`config.mk`:
```
export PLATFORM = sky130hd
export DESIGN_NAME = johnson_step_controller
export DESIGN_NICKNAME = d
export VERILOG_FILES = /design/src/rtl/johnson_step_controller_pkg.sv /design/src/rtl/johnson_phase_reg.sv /design/src/rtl/johnson_step_controller.sv
export SDC_FILE = /design/constraint.sdc
export NUM_CORES = 1
export LEC_CHECK = 0
export CAP_MARGIN = 20
export CELL_PAD_IN_SITES_DETAIL_PLACEMENT = 1
export CELL_PAD_IN_SITES_GLOBAL_PLACEMENT = 2
export CORE_MARGIN = 3
export CORE_UTILIZATION = 27
export DETAILED_ROUTE_END_ITERATION = 7
export GPL_TIMING_DRIVEN = 0
export PLACE_DENSITY = 0.78
export SETUP_SLACK_MARGIN = 0.4
export SLEW_MARGIN = 20
export SYNTH_ARGS = -nofsm -noshare
export SYNTH_HDL_FRONTEND = slang
export SYNTH_SLANG_ARGS = --single-unit
```
`constraint.sdc`:
```
create_clock -name clk -period 1.87 [get_ports clk]
set_input_delay 0.187 -clock clk [delete_from_list [all_inputs] [get_ports clk]]
set_output_delay 0.187 -clock clk [all_outputs]
set_load 0.005 [all_outputs]
```
`src/rtl/johnson_step_controller_pkg.sv`:
```
// Shared types and constants for the Johnson step controller.
// FSM encoding, direction codes and the home phase pattern.
package johnson_step_controller_pkg;

  typedef enum logic [1:0] {
    ST_IDLE = 2'd0,
    ST_RUN  = 2'd1,
    ST_DONE = 2'd2
  } state_t;

  localparam logic DIR_FWD = 1'b1;
  localparam logic DIR_REV = 1'b0;

  function automatic logic [31:0] home_word(
    input int unsigned w
  );
    return 32'h1 << (w - 1);
  endfunction

endpackage

```
`src/rtl/johnson_phase_reg.sv`:
```
// Twisted-ring phase register with direction, enable,
// legality check and home reload on an illegal pattern.
module johnson_phase_reg
  import johnson_step_controller_pkg::*;
#(
  parameter int WIDTH = 4
) (
  input  logic             clk,
  input  logic             rst,
  input  logic             i_en,
  input  logic             i_dir,
  output logic [WIDTH-1:0] o_q,
  output logic             o_illegal
);

  localparam logic [WIDTH-1:0] HOME =
    WIDTH'(home_word(WIDTH));

  logic [WIDTH-1:0] r_q;
  logic [WIDTH-1:0] w_nxt;
  logic             w_illegal;
  int unsigned      w_tr;

  // Legal codes have at most one boundary between ones and zeros.
  always_comb begin
    w_tr = 0;
    for (int i = 0; i < WIDTH - 1; i++) begin
      if (r_q[i] != r_q[i+1]) w_tr = w_tr + 1;
    end
    w_illegal = (w_tr > 1);
  end

  always_comb begin
    w_nxt = HOME;
    if (!w_illegal) begin
      unique case (i_dir)
        DIR_FWD: w_nxt = {~r_q[0], r_q[WIDTH-1:1]};
        DIR_REV: w_nxt = {r_q[WIDTH-2:0], ~r_q[WIDTH-1]};
        default: w_nxt = HOME;
      endcase
    end
  end

  always_ff @(posedge clk) begin
    if (!rst) begin
      r_q <= HOME;
    end else if (i_en) begin
      r_q <= w_nxt;
    end
  end

  assign o_q       = r_q;
  assign o_illegal = w_illegal;

endmodule

```
`src/rtl/johnson_step_controller.sv`:
```
// Command sequencer: step-period divider, remaining-step
// counter and IDLE/RUN/DONE control over the phase register.
module johnson_step_controller
  import johnson_step_controller_pkg::*;
#(
  parameter int WIDTH = 4,
  parameter int CNT_W = 8,
  parameter int DIV_W = 8
) (
  input  logic             clk,
  input  logic             rst,
  input  logic             cmd_valid,
  output logic             cmd_ready,
  input  logic [CNT_W-1:0] cmd_steps,
  input  logic             cmd_dir,
  input  logic [DIV_W-1:0] cmd_period,
  input  logic             abort,
  output logic [WIDTH-1:0] phase,
  output logic             step_pulse,
  output logic             busy,
  output logic             done,
  output logic             aborted,
  output logic             err
);

  state_t           r_st;
  state_t           w_nst;
  logic             r_dir;
  logic [DIV_W-1:0] r_per;
  logic [DIV_W-1:0] r_div;
  logic [CNT_W-1:0] r_rem;
  logic             r_pulse;
  logic             r_abt;
  logic             r_err;
  logic             w_acc;
  logic             w_step;
  logic             w_illegal;

  always_comb begin
    w_nst  = r_st;
    w_acc  = 1'b0;
    w_step = 1'b0;
    unique case (r_st)
      ST_IDLE: begin
        if (cmd_valid) begin
          w_acc = 1'b1;
          w_nst = (cmd_steps == '0) ? ST_DONE : ST_RUN;
        end
      end
      ST_RUN: begin
        // Abort wins over a step due on the same edge.
        if (abort) begin
          w_nst = ST_DONE;
        end else if (r_div == '0) begin
          w_step = 1'b1;
          if (r_rem <= CNT_W'(1)) w_nst = ST_DONE;
        end
      end
      ST_DONE: w_nst = ST_IDLE;
      default: w_nst = ST_IDLE;
    endcase
  end

  always_ff @(posedge clk) begin
    if (!rst) begin
      r_st    <= ST_IDLE;
      r_dir   <= DIR_FWD;
      r_per   <= '0;
      r_div   <= '0;
      r_rem   <= '0;
      r_pulse <= 1'b0;
      r_abt   <= 1'b0;
      r_err   <= 1'b0;
    end else begin
      r_st    <= w_nst;
      r_pulse <= w_step;
      if (w_acc) begin
        r_dir <= cmd_dir;
        r_per <= cmd_period;
        r_div <= cmd_period;
        r_rem <= cmd_steps;
        r_abt <= 1'b0;
        r_err <= 1'b0;
      end else if (r_st == ST_RUN && abort) begin
        r_abt <= 1'b1;
      end else if (w_step) begin
        r_div <= r_per;
        if (r_rem != '0) r_rem <= r_rem - CNT_W'(1);
      end else if (r_st == ST_RUN) begin
        r_div <= r_div - DIV_W'(1);
      end
      if (w_step && w_illegal) r_err <= 1'b1;
    end
  end

  johnson_phase_reg #(
    .WIDTH(WIDTH)
  ) u_ph (
    .clk      (clk),
    .rst      (rst),
    .i_en     (w_step),
    .i_dir    (r_dir),
    .o_q      (phase),
    .o_illegal(w_illegal)
  );

  assign cmd_ready  = (r_st == ST_IDLE);
  assign busy       = (r_st == ST_RUN);
  assign done       = (r_st == ST_DONE);
  assign aborted    = (r_st == ST_DONE) && r_abt;
  assign step_pulse = r_pulse;
  assign err        = r_err;

endmodule

```
-- After elaboration in Yosys (flattened, before gate mapping)
Cells that the tools add are included.
- register bits after elaboration: 34
- bits in latches: 0
- bits in writable memories: 0
- memory bits (read-only): 0
- bits of input ports: 21
- output and inout bits: 10
- logic and storage cells: 69
- memories: 0
- add/sub/neg operators: 4
- $mul: 0
- divide/modulo/power cells: 0
- $lt $le $gt $ge: 2
- equality and inequality tests: 9
- shifts and indexed selects: 0
- multiplexer cells: 26
- bitwise logic cells: 4
- reduce and logical (&&, ||, !) cells: 15
- operators by type and width (operator ; count):
    $mux W32 ; 2
    $mux W8 ; 8
    $add A32 B1 Y32 const B ; 1
    $gt A32 B1 Y1 const B ; 1
    $logic_not A8 Y1 ; 2
    $sub A8 B1 Y8 const B ; 2
    $mux W2 ; 5
    $le A8 B1 Y1 const B ; 1
    $mux W1 ; 8
    $pmux W4 S2 ; 1
    $reduce_bool A8 Y1 ; 1
    $ne A3 B2 Y1 const B ; 2
    $reduce_and A3 Y1 ; 2
    $reduce_bool A2 Y1 ; 3
    $mux W4 ; 1
    $ne A2 B2 Y1 const B ; 2
    $not A1 Y1 ; 4
    $pmux W2 S2 ; 1
    $logic_and A1 B1 Y1 ; 3
    $ne A1 B1 Y1 ; 3
    $reduce_bool A3 Y1 ; 1
    $add A1 B1 Y2 const B ; 1
    $eq A2 B1 Y1 const B ; 1
    $eq A2 B2 Y1 const B ; 1
    3 further kinds ; 3

-- Depth between registers and ports, before layout
- depth in word-level cells: 9
- depth in mapped cells: 8
- gate-level depth less buffers: 7

-- Hierarchy
A second synthesis with hierarchy kept.
- cells, all modules: 247
- area, all modules: 1941.9 um2
- by module, submodules not included (module ; instances ; cells each ; area each (um2) ; seq. area each (um2)):
    johnson_step_controller ; 1 ; 215 ; 1659.1 ; 600.6
    johnson_phase_reg ; 1 ; 32 ; 282.8 ; 80.1

-- Worst setup path after synthesis
Ideal clock, no wire load.
- path type: flip-flop to flip-flop
- start point: reg r_div[0]
- end point: reg r_rem[2]
- setup time: 0.125 ns
- arrival time: 1.864 ns
- data required time: 1.745 ns
- setup slack: -0.119 ns
- cell stages (with the launch flop): 9
- path buffers: 1
- period minus slack after synthesis: 1.989 ns
- path through: dfxtp_1 > inv_1 > ha_1 > or3b_2 > nor3_4 > o221ai_2 > buf_2 > o211ai_1 > o31ai_1
- cells in the longest elaborated chain, start to end: 6
- RTL lines (item ; RTL line ; RTL):
    start, declared ; johnson_step_controller.sv:30 ; logic [DIV_W-1:0] r_div;
    start signal, assigned ; johnson_step_controller.sv:80 ; r_div <= cmd_period;
    start signal, assigned ; johnson_step_controller.sv:87 ; r_div <= r_per;
    start signal, assigned ; johnson_step_controller.sv:90 ; r_div <= r_div - DIV_W'(1);
    $logic_not A8 Y1 ; johnson_step_controller.sv:54 ; end else if (r_div == '0) begin
    $mux W1 ; johnson_step_controller.sv:54 ;
    $mux W1 ; johnson_step_controller.sv:52 ; if (abort) begin
    $mux W1 ; johnson_step_controller.sv:43 ; unique case (r_st)
    $reduce_bool A2 Y1 (no line) ; - ;
    $reduce_and A3 Y1 (no line) ; - ;
    end signal, assigned ; johnson_step_controller.sv:81 ; r_rem <= cmd_steps;
    end signal, assigned ; johnson_step_controller.sv:88 ; if (r_rem != '0) r_rem <= r_rem - CNT_W'(1);
    end, declared ; johnson_step_controller.sv:31 ; logic [CNT_W-1:0] r_rem;
No other way between the ends.
A chain may end at the register's enable or synchronous reset.

-- Worst setup path after layout
- start point: reg r_div[1]
- end point: reg u_ph.r_q[3], in the netlist u_ph.o_q[3]
- cells in the longest elaborated chain, start to end: 4
- RTL lines (item ; RTL line ; RTL):
    $logic_not A8 Y1 ; johnson_step_controller.sv:54 ;
    $mux W1 ; johnson_step_controller.sv:54 ;
    $mux W1 ; johnson_step_controller.sv:52 ;
    $mux W1 ; johnson_step_controller.sv:43 ;
    end signal, assigned ; johnson_phase_reg.sv:48 ; r_q <= w_nxt;
    end, declared ; johnson_phase_reg.sv:19 ; logic [WIDTH-1:0] r_q;
No other way between the ends.

==> summary.md <==
| Metric | Value |
|---|---|
| Status | finished, violations left |
| Failing checks | negative setup slack |
| Slew at the pin closest to its max-slew limit | around 0.6 ns |
| Die Width | 88.7 um |
| HPWL Detailed | approximately 4200 um |
| Nets@finish | 329 |
| Design Power | a little over 0.003 W |
| Total GRT Usage | between 10% and 20% |
| Drt drc | 0 |
| Post-synth EDFFs | 0 |
| Yosys warning total | 0 |
| Worst Clk Skew | between 0.01 and 0.015 ns |
| Core Box Area | around 6500 sq um |
| Reg clk slew, reported paths | roughly 0.080 ns |
| Vias post-DR | 1950 |
| Initial antenna violation count | 0 |
| Worst-Skew Late Latency | about 0.30 ns |
| Storage cell area | ~700 sq um |
| Average cell area after synthesis | between 7 and 8 sq um |
| Slew HR | approximately 60% |
| Routed Antenna Nets | 0 |
| Fin crit share | 103% |
| Fill count | ~770 |
| Crit Path Class | register to register |
| Most common cell after layout, fill and taps aside | nand2_1 |
| Register bit total from synthesis | 34 |
| DR vias/cell | about 5.1 |
| Syn nets | between 200 and 300 |
| Max-Cap Viols | 0 |
| DR pass1 iterations | 6 |
| Post-Syn Area | between 1500 and 2000 sq um |
| Max IR drop VDD | about 0.38 mV |
| Ys flop type | dfxtp_1 |
| Final non-filler cell total | between 300 and 400 |
| CTS tree | built |
| Initial Util | around 28% |
| # IOs | 31 |
| First-pass GRT wire length | roughly 10000 um |
| Final WS setup | -0.0559 ns |
| Yosys cell types | 43 |
| Mapped Cells | 240 |
| Min Clock Period, post-route | 1.93 ns |
| Gr ovfl total | 0 |
| Vias in the first global route | a little under 2000 |
| Placed Cells | between 300 and 400 |
| Pwr per Cell Area | between 1000 and 1500 nW/um^2 |
| Crit. End Element | register |
| Layout area overhead | 53.4% |
| Longest Clk Path Bufs | 2 |
| Final setup violation count | 7 |
| Fmax | a little over 500 MHz |
| Leak | around 1.1 nW |
| Inserted Diodes | 0 |
| Rows | 29 |
| Iteration-0 DRC Markers | 48 |
| Area occupied by multi-input gates | 1280 sq um |
| Clock Sinks | 34 |
| Routed WL | around 6300 um |
| Htree depth | 2 |
| Final Max Tran Viols | 0 |
| CTS Buf Count | 5 |
| DIE AREA | around 8000 sq um |
| Register area share after synthesis | between 30% and 40% |
| Worst-path fanout max | 4 |
| Die extent in y | 88.7 um |
| Routability-driven placement congestion ratio | 0.781 |
| Worst Hold Class | input port to register |
| Largest net degree at the start of global routing | 12 |
| Ys async rst share | 0% |
| Critical path launch point type | register |
| Routed WL per cell | around 17 um |
| Final hold viol count | 0 |
| Most frequent cells in the layout | nand2_1 (44), clkdlybuf4s50_1 (26), dfxtp_1 (23) |
| Layout cell share with drive strength beyond 1 | around a third |
| Worst path arrival time | 2.08 ns |
| RSZ-0062 raised after global routing | true |
| Req. time, crit path | 2.02 ns |
| Clk root buf | clkbuf_8 |
| IO buf count | 29 |
## logic make-up (layout without fill, tap and decap cells)
logic type	count (synthesis)	in the layout	share of synthesized area, %
multiplexers	5	5	2.98
flip-flops	34	34	36.9
AND/OR/NAND/NOR	102	102	26.2
AO/OA/AOI/OAI	69	69	23.7
XOR/XNOR	4	4	1.90
adder cells (fa/ha/maj)	6	6	4.07
buffers and inverters	20	83	4.20
## through the flow
stage          cell area, sq um  TNS (ns)  util, %  hold WS (ns)  setup slack, ns
2_1_floorplan              1920         0        -         0.311           0.0479
3_3_place_gp               2310     -9.32     35.6         0.443           -0.459
3_5_place_dp               2310     -9.20     35.6         0.455           -0.468
4_1_cts                    2580    -0.205     39.7         0.309          -0.0553
5_1_grt                    2830     -1.32     43.6         0.347           -0.159
6_report                   2830    -0.288     43.6         0.332          -0.0559
## cells in the mapped netlist, types with 4 or more instances
library cell   n  share of area, %
nor3_1         5               1.4
clkbuf_1       9               1.8
inv_1          8               1.6
dfxtp_1       34                37
ha_1           6               4.1
a22oi_1        5               2.0
o21ai_0       15               4.1
a21oi_1       21               5.7
nand2_1       46               9.4
nor2_1        22               4.5
o21a_1         4               1.6
a31oi_1        4               1.4
mux2_2         4               2.4
nor4_1         5               1.7
o211ai_1       5               2.0
nand3_1        6               1.6
## sequential cells by signal, summed over array words and instances, names as in the netlist
register	count
r_div	8
r_per	8
r_rem	8
u_ph.o_q	4
r_st	2
err	1
r_abt	1
r_dir	1
step_pulse	1
## worst max-delay path: stages, from the launching register on
cell	delay, ns
dfxtp_2	0.34
inv_2	0.08
ha_4	0.14
or3b_4	0.41
nor3_4	0.21
buf_4	0.16
buf_6	0.10
o211a_4	0.20
o2bb2ai_2	0.10
nand2_1	0.05
## timing repair
| action | in CTS | in global routing |
|---|---|---|
| cloned | 1 | 0 |
| buffers inserted | 13 | 12 |
| gates resized for setup | 25 | 51 |
| pin swaps | 7 | 6 |
| hold buffers | 0 | 0 |
| setup endpoints to repair | 38 | 39 |
## layout make-up
| class | count | share of cell area [%] |
|---|---|---|
| sequential | 34 | 24.9 |
| multi-input combinational | 186 | 45.4 |
| tap | 77 | 3.40 |
| timing repair buffer | 55 | 18.2 |
| clock inverter | 2 | 0.442 |
| clock buffer | 6 | 2.92 |
| buffer | 12 | 3.67 |
| inverter | 8 | 1.15 |
## power breakdown
group	internal (W)	total (W)	switching [W]
sequential	0.000844	0.000976	0.000132
clock	0.000296	0.000590	0.000293
combinational	0.000710	0.00147	0.000761
## worst paths after layout
kind,to,slack [ns],depth (start not counted),startpoint
min,r_rem[3],0.33,3,rst
max reg2reg,u_ph.o_q[3],-0.06,9,r_div[1]
max,u_ph.o_q[3],-0.06,9,r_div[1]
min reg2reg,r_per[2],0.46,2,r_per[2]
## layer usage
metal  GRT usage (%)  vias to the layer above  wire, um
li1                -                      977         -
met1            23.0                      937      2990
met2            25.4                       31      3100
met3            2.61                        5       182
met4            4.95                        0        66
met5               0                        -         0
Power figures use the tool's default switching activity.
==> patch 1: new RTL, same settings <==
Re-encode `state_t` (3 states) as one-hot, 3 bits wide.
--- a/src/rtl/johnson_step_controller_pkg.sv
+++ b/src/rtl/johnson_step_controller_pkg.sv
@@ -3,8 +3,8 @@
 package johnson_step_controller_pkg;
 
-  typedef enum logic [1:0] {
-    ST_IDLE = 2'd0,
-    ST_RUN  = 2'd1,
-    ST_DONE = 2'd2
+  typedef enum logic [2:0] {
+    ST_IDLE = 3'b001,
+    ST_RUN  = 3'b010,
+    ST_DONE = 3'b100
   } state_t;
 
Behaviour: no difference found for any inputs over 10 cycles, from zero or initial values and one cycle with rst low; not proved beyond that.
==> patch 1 against the original RTL <==
Sequential cell count rose by 1. Maximum frequency rose by 3.9%. Clock skew about the same. Design area is 13% higher. Worst hold slack better by 0.13 ns. Non-clock buffer count rose by 10. Routed wire length up 14%. Setup slack better by 0.073 ns. Synthesized area increased by 10%. Critical path type unchanged. Critical endpoint is now r_rem[7]$_SDFFE_PN0P_.
Power is not compared: it rests on default switching activity, and its combinational part moved more than twofold at a synthesized area within 25%.
==> patch 1: results (changes against the original RTL) <==
[placement]
port_buffers=30  ; was 29
gp_congestion=0.752  ; was 0.781
place_area_sq_um=2520  ; was 2310 sq um
dpl.hpwl_um=4630  ; was 4220 um
pre_cts_ws_ns=-0.349  ; was -0.468 ns
place_inst=379  ; was 346

[power]
power_leakage_nw=1.21
ir_drop_mv=0.355
power_frac_clock_pct=31.4
p_sw_share_pct=31.9
p_comb_share_pct=30.5

[layout]
drive_gt1_share_pct=34.7  ; was 31.4%
final_nets=346  ; was 329
fill_cells=888  ; was 765

[worst_setup_path]
r2r.worst_path.cells=8  ; was 9
critPathLaunch=r_div[0]$_SDFFE_PN0P_  ; was r_div[1]$_SDFFE_PN0P_
path_max_fanout=5  ; was 4
timing.rr.end=r_rem[7]$_SDFFE_PN0P_  ; was u_ph.o_q[3]$_SDFFE_PN1P_
ff2ff_setup_slack_ns=0.02  ; was -0.06 ns

[synthesis]
syn_nets=277  ; was 267
synth_compound_area_share_pct=23.1  ; was 23.7%
synth-xor-area-share_pct=1.72  ; was 1.90%
synth_adder_area_share_pct=3.69  ; was 4.07%
async_flop_share_pct=0  ; unchanged
ys.flop_type=dfxtp_1  ; unchanged
ys_seq_area_share_pct=34.4  ; was 36.9%
syn_inst=250  ; was 240
synthTopCellsByArea=dfxtp_1 (34%), nand2_1 (6.3%), a21oi_1 (5.7%)  ; was dfxtp_1 (37%), nand2_1 (9.4%), a21oi_1 (5.7%)
synthTopCellsByCount=dfxtp_1 (35), nand2_1 (34), a21oi_1 (23)  ; was nand2_1 (46), dfxtp_1 (34), nor2_1 (22)
ys.warnings.count=0  ; unchanged
synth.distinct_cells=56  ; was 43
synthMuxAreaShare_pct=2.70  ; was 2.98%

[routing]
dr.pass1.iters=4  ; was 6
post_drt_wl_per_cell_um=17.2  ; was 16.7 um
drt_iter0_drc=102  ; was 48
viasPerCell=5.30  ; was 5.13
vias=2220  ; was 1950

[clock_tree]
clock-root-buffer=clkbuf_8  ; unchanged
cts_made_buffers=5  ; unchanged
insertion_delay_ns=0.30  ; about the same

[min_path]
worstHoldStart=r_per[1]$_SDFFE_PN0P_  ; was rst
hold_end=r_per[1]$_SDFFE_PN0P_  ; was r_rem[3]$_SDFFE_PN0P_
min_path_type=reg -> reg  ; was in -> reg
worstHoldPathCells=2  ; was 3

[grt]
grt_pass1_wl_um=11600  ; was 9780 um
track_usage_pct=17.2  ; was 16.3%
grt_max_degree=13  ; was 12
grt_pass1_vias=2284  ; was 1940

[outcome]
status=complete, no violations  ; was finished with violations

[sta]
maxSlewHeadroom_pct=63.6  ; was 60.1%
fin_skew_ns=0.0127  ; was 0.0132 ns

[patch 1: worst max-delay path by stage]
stage                                  to  slack, ns  depth (start not counted)
finish              r_rem[7]$_SDFFE_PN0P_       0.02                          8
floorplan           r_rem[2]$_SDFFE_PN0P_        0.1                          7
global route        r_rem[7]$_SDFFE_PN0P_      -0.08                          8
CTS                 r_rem[6]$_SDFFE_PN0P_      -0.02                         10
detailed placement  r_rem[0]$_SDFFE_PN0P_      -0.35                          6
global placement    r_rem[7]$_SDFFE_PN0P_      -0.39                          6
[patch 1: area by class of cell]
cell class | count | area (sq um) | area share [%]
inverter | 10 | 42.5 | 1.32
clock inverter | 3 | 43.8 | 1.36
tap | 99 | 124 | 3.86
timing repair buffer | 62 | 599 | 18.7
clock buffer | 5 | 68.8 | 2.14
buffer | 15 | 159 | 4.95
multi-input combinational | 190 | 1450 | 45.1
sequential | 35 | 727 | 22.6
[patch 1: routing by layer]
metal	track usage, %	vias up	wire length (um)
li1	-	1070	-
met1	20.6	1085	3110
met2	30.1	49	3640
met3	3.90	16	286
met4	5.37	0	176
met5	0	-	0
[patch 1: through the flow]
stage | utilization (%) | hold WS [ns]
finish | 44.0 | 0.462
global route | 44.0 | 0.498
CTS | 42.2 | 0.467
detailed placement | 34.6 | 0.452
global placement | 34.6 | 0.445
floorplan | - | 0.309
[patch 1: critical path, cell delays in order, from the launching register on]
cell and delay (ns):
dfxtp_4 0.36, inv_4 0.06, ha_4 0.13, buf_4 0.10, nor3b_4 0.30, nand4_1 0.16
buf_6 0.17, or3_1 0.32, a211oi_2 0.18
[patch 1: repair_timing]
item | in CTS | in global routing
setup endpoints to repair | 39 | 38
pin swaps | 28 | 17
setup buffers | 26 | 6
gates resized for setup | 61 | 36
==> patch 2: new RTL, same flow settings <==
Without the edit above. `CNT_W`: 8 -> 7.
--- a/src/rtl/johnson_step_controller.sv
+++ b/src/rtl/johnson_step_controller.sv
@@ -5,5 +5,5 @@
 #(
   parameter int WIDTH = 4,
-  parameter int CNT_W = 8,
+  parameter int CNT_W = 7,
   parameter int DIV_W = 8
 ) (
Interface: changed (resized cmd_steps); port bits go from 31 to 30. No check against the original RTL was run, so the function may have changed too.
==> patch 2 against the original RTL <==
The flow still finishes with violations (negative setup slack). Non-clock buffer count is 1 lower. Routed wire length shrank 2.7%. Via count down 0.82%. Count of clock-buffer cells in the layout rose by 1. Critical path depth unchanged. Worst hold slack improved by 0.13 ns. Sequential cell count down 1. Die area grew 1.7%. Highest routed layer unchanged. Design area shrank 0.31%. Power shrank 12%. Synthesized area increased by 1.8%. Sequential power shrank 7.5%. Setup slack better by 0.037 ns. Sequential share of layout area is 0.90 points lower.
==> patch 2: results (changes against the original RTL) <==
[layout]
buf_share_pct=22.1  ; was 21.8%
n_all_buffers=66  ; was 67
drive_gt1_share_pct=31.7  ; was 31.4%
n_all_inverters=7  ; was 8
multi_input_gates=180  ; was 186
final_nets=320  ; was 329
layout.cells.non_filler=370  ; was 380
clkCellAreaFrac_pct=3.06  ; was 3.36%
n_clock_buffer=7  ; was 6
multiInputGateArea_sq_um=1310  ; was 1280 sq um
fill_cells=771  ; was 765
top_regs=r_div x8, r_per x8, r_rem x7  ; was r_div x8, r_per x8, r_rem x8

[min_path]
min_path_type=reg -> reg  ; was in -> reg
worstHoldStart=r_per[7]$_SDFFE_PN0P_  ; was rst
worstHoldPathCells=2  ; was 3
hold_end=r_per[7]$_SDFFE_PN0P_  ; was r_rem[3]$_SDFFE_PN0P_

[routing]
post_drt_wl_per_cell_um=16.7  ; about the same
met3_length_um=147  ; was 182 um
met1_length_um=2770  ; was 2990 um
drt_iter0_drc=58  ; was 48
dr.pass1.iters=4  ; was 6
viasPerCell=5.23  ; was 5.13
dr_wl_met2_um=3140  ; was 3100 um

[placement]
place_area_sq_um=2350  ; was 2310 sq um
dpl.hpwl_um=4090  ; was 4220 um
pre_cts_ws_ns=-0.576  ; was -0.468 ns
gp_congestion=0.763  ; was 0.781
place_inst=339  ; was 346

[synthesis]
ys_seq_area_share_pct=35.2  ; was 36.9%
syn_nets=260  ; was 267
syn_inst=233  ; was 240
synthTopCellsByArea=dfxtp_1 (35%), nand2_1 (7.8%), a21oi_1 (5.1%)  ; was dfxtp_1 (37%), nand2_1 (9.4%), a21oi_1 (5.7%)
synthTopCellsByCount=nand2_1 (39), dfxtp_1 (33), nor2_1 (23)  ; was nand2_1 (46), dfxtp_1 (34), nor2_1 (22)
synth.distinct_cells=48  ; was 43

[outcome]
status=finished with violations  ; unchanged
violations=negative setup slack  ; unchanged

[grt]
gr-usage-met2_pct=29.4  ; was 25.4%
track_usage_pct=16.6  ; was 16.3%
grt_max_degree=11  ; was 12
met1_usage_pct=20.6  ; was 23.0%
use_met3_pct=3.04  ; was 2.61%
grt_pass1_vias=2011  ; was 1940

[sta]
finalSetupViolations=3  ; was 7
setup_ws_ns=-0.0191  ; was -0.0559 ns
worstMarginPinSlew_ns=0.535  ; was 0.598 ns
fin_skew_ns=0.00371  ; was 0.0132 ns
whs_ns=0.467  ; was 0.332 ns

[worst_setup_path]
critPathTopFamily=compound AO/OA/AOI/OAI gates  ; was simple AND/OR/NAND/NOR gates
cpPeakStageDelay_ns=0.34  ; was 0.41 ns
arrival_ns=2.06  ; was 2.08 ns
path_max_fanout=5  ; was 4
cp-endpoint=r_rem[3]$_SDFFE_PN0P_  ; was u_ph.o_q[3]$_SDFFE_PN1P_
critical-path-slowest-cell=dfxtp_2  ; was or3b_4

[clock_tree]
clock-root-buffer=clkbuf_8  ; unchanged
insertion_delay_ns=0.28  ; was 0.30 ns
clkSinkCount=33  ; was 34

[power]
power_leakage_nw=1.08  ; was 1.10 nW
powerDensity_nw_per_um2=948  ; was 1070 nW/um^2
ir_drop_mv=0.453  ; was 0.377 mV

==> patch 2: timing repair <==
| item | CTS | global route |
|---|---|---|
| pin swaps | 15 | 8 |
| gates resized for setup | 27 | 28 |
| gates cloned | 1 | 0 |
| endpoints found under the setup margin | 36 | 27 |
| buffers inserted | 18 | 5 |
==> patch 2: power by group <==
group	switching, mW	internal [mW]	leakage (nW)
sequential	0.108	0.795	0.275
combinational	0.582	0.632	0.759
clock	0.267	0.292	0.0443
total	0.957	1.72	1.08
==> patch 2: kinds of logic after synthesis <==
logic type / Yosys count / synth area share [%]
muxes: 5 / 2.86
buffers and inverters: 20 / 4.93
xor gates and xnor gates: 8 / 3.73
and+or+nand+nor: 94 / 25.4
DFF: 33 / 35.2
AOI/OAI and AO/OA: 66 / 23.2
adders and majority gates: 7 / 4.66
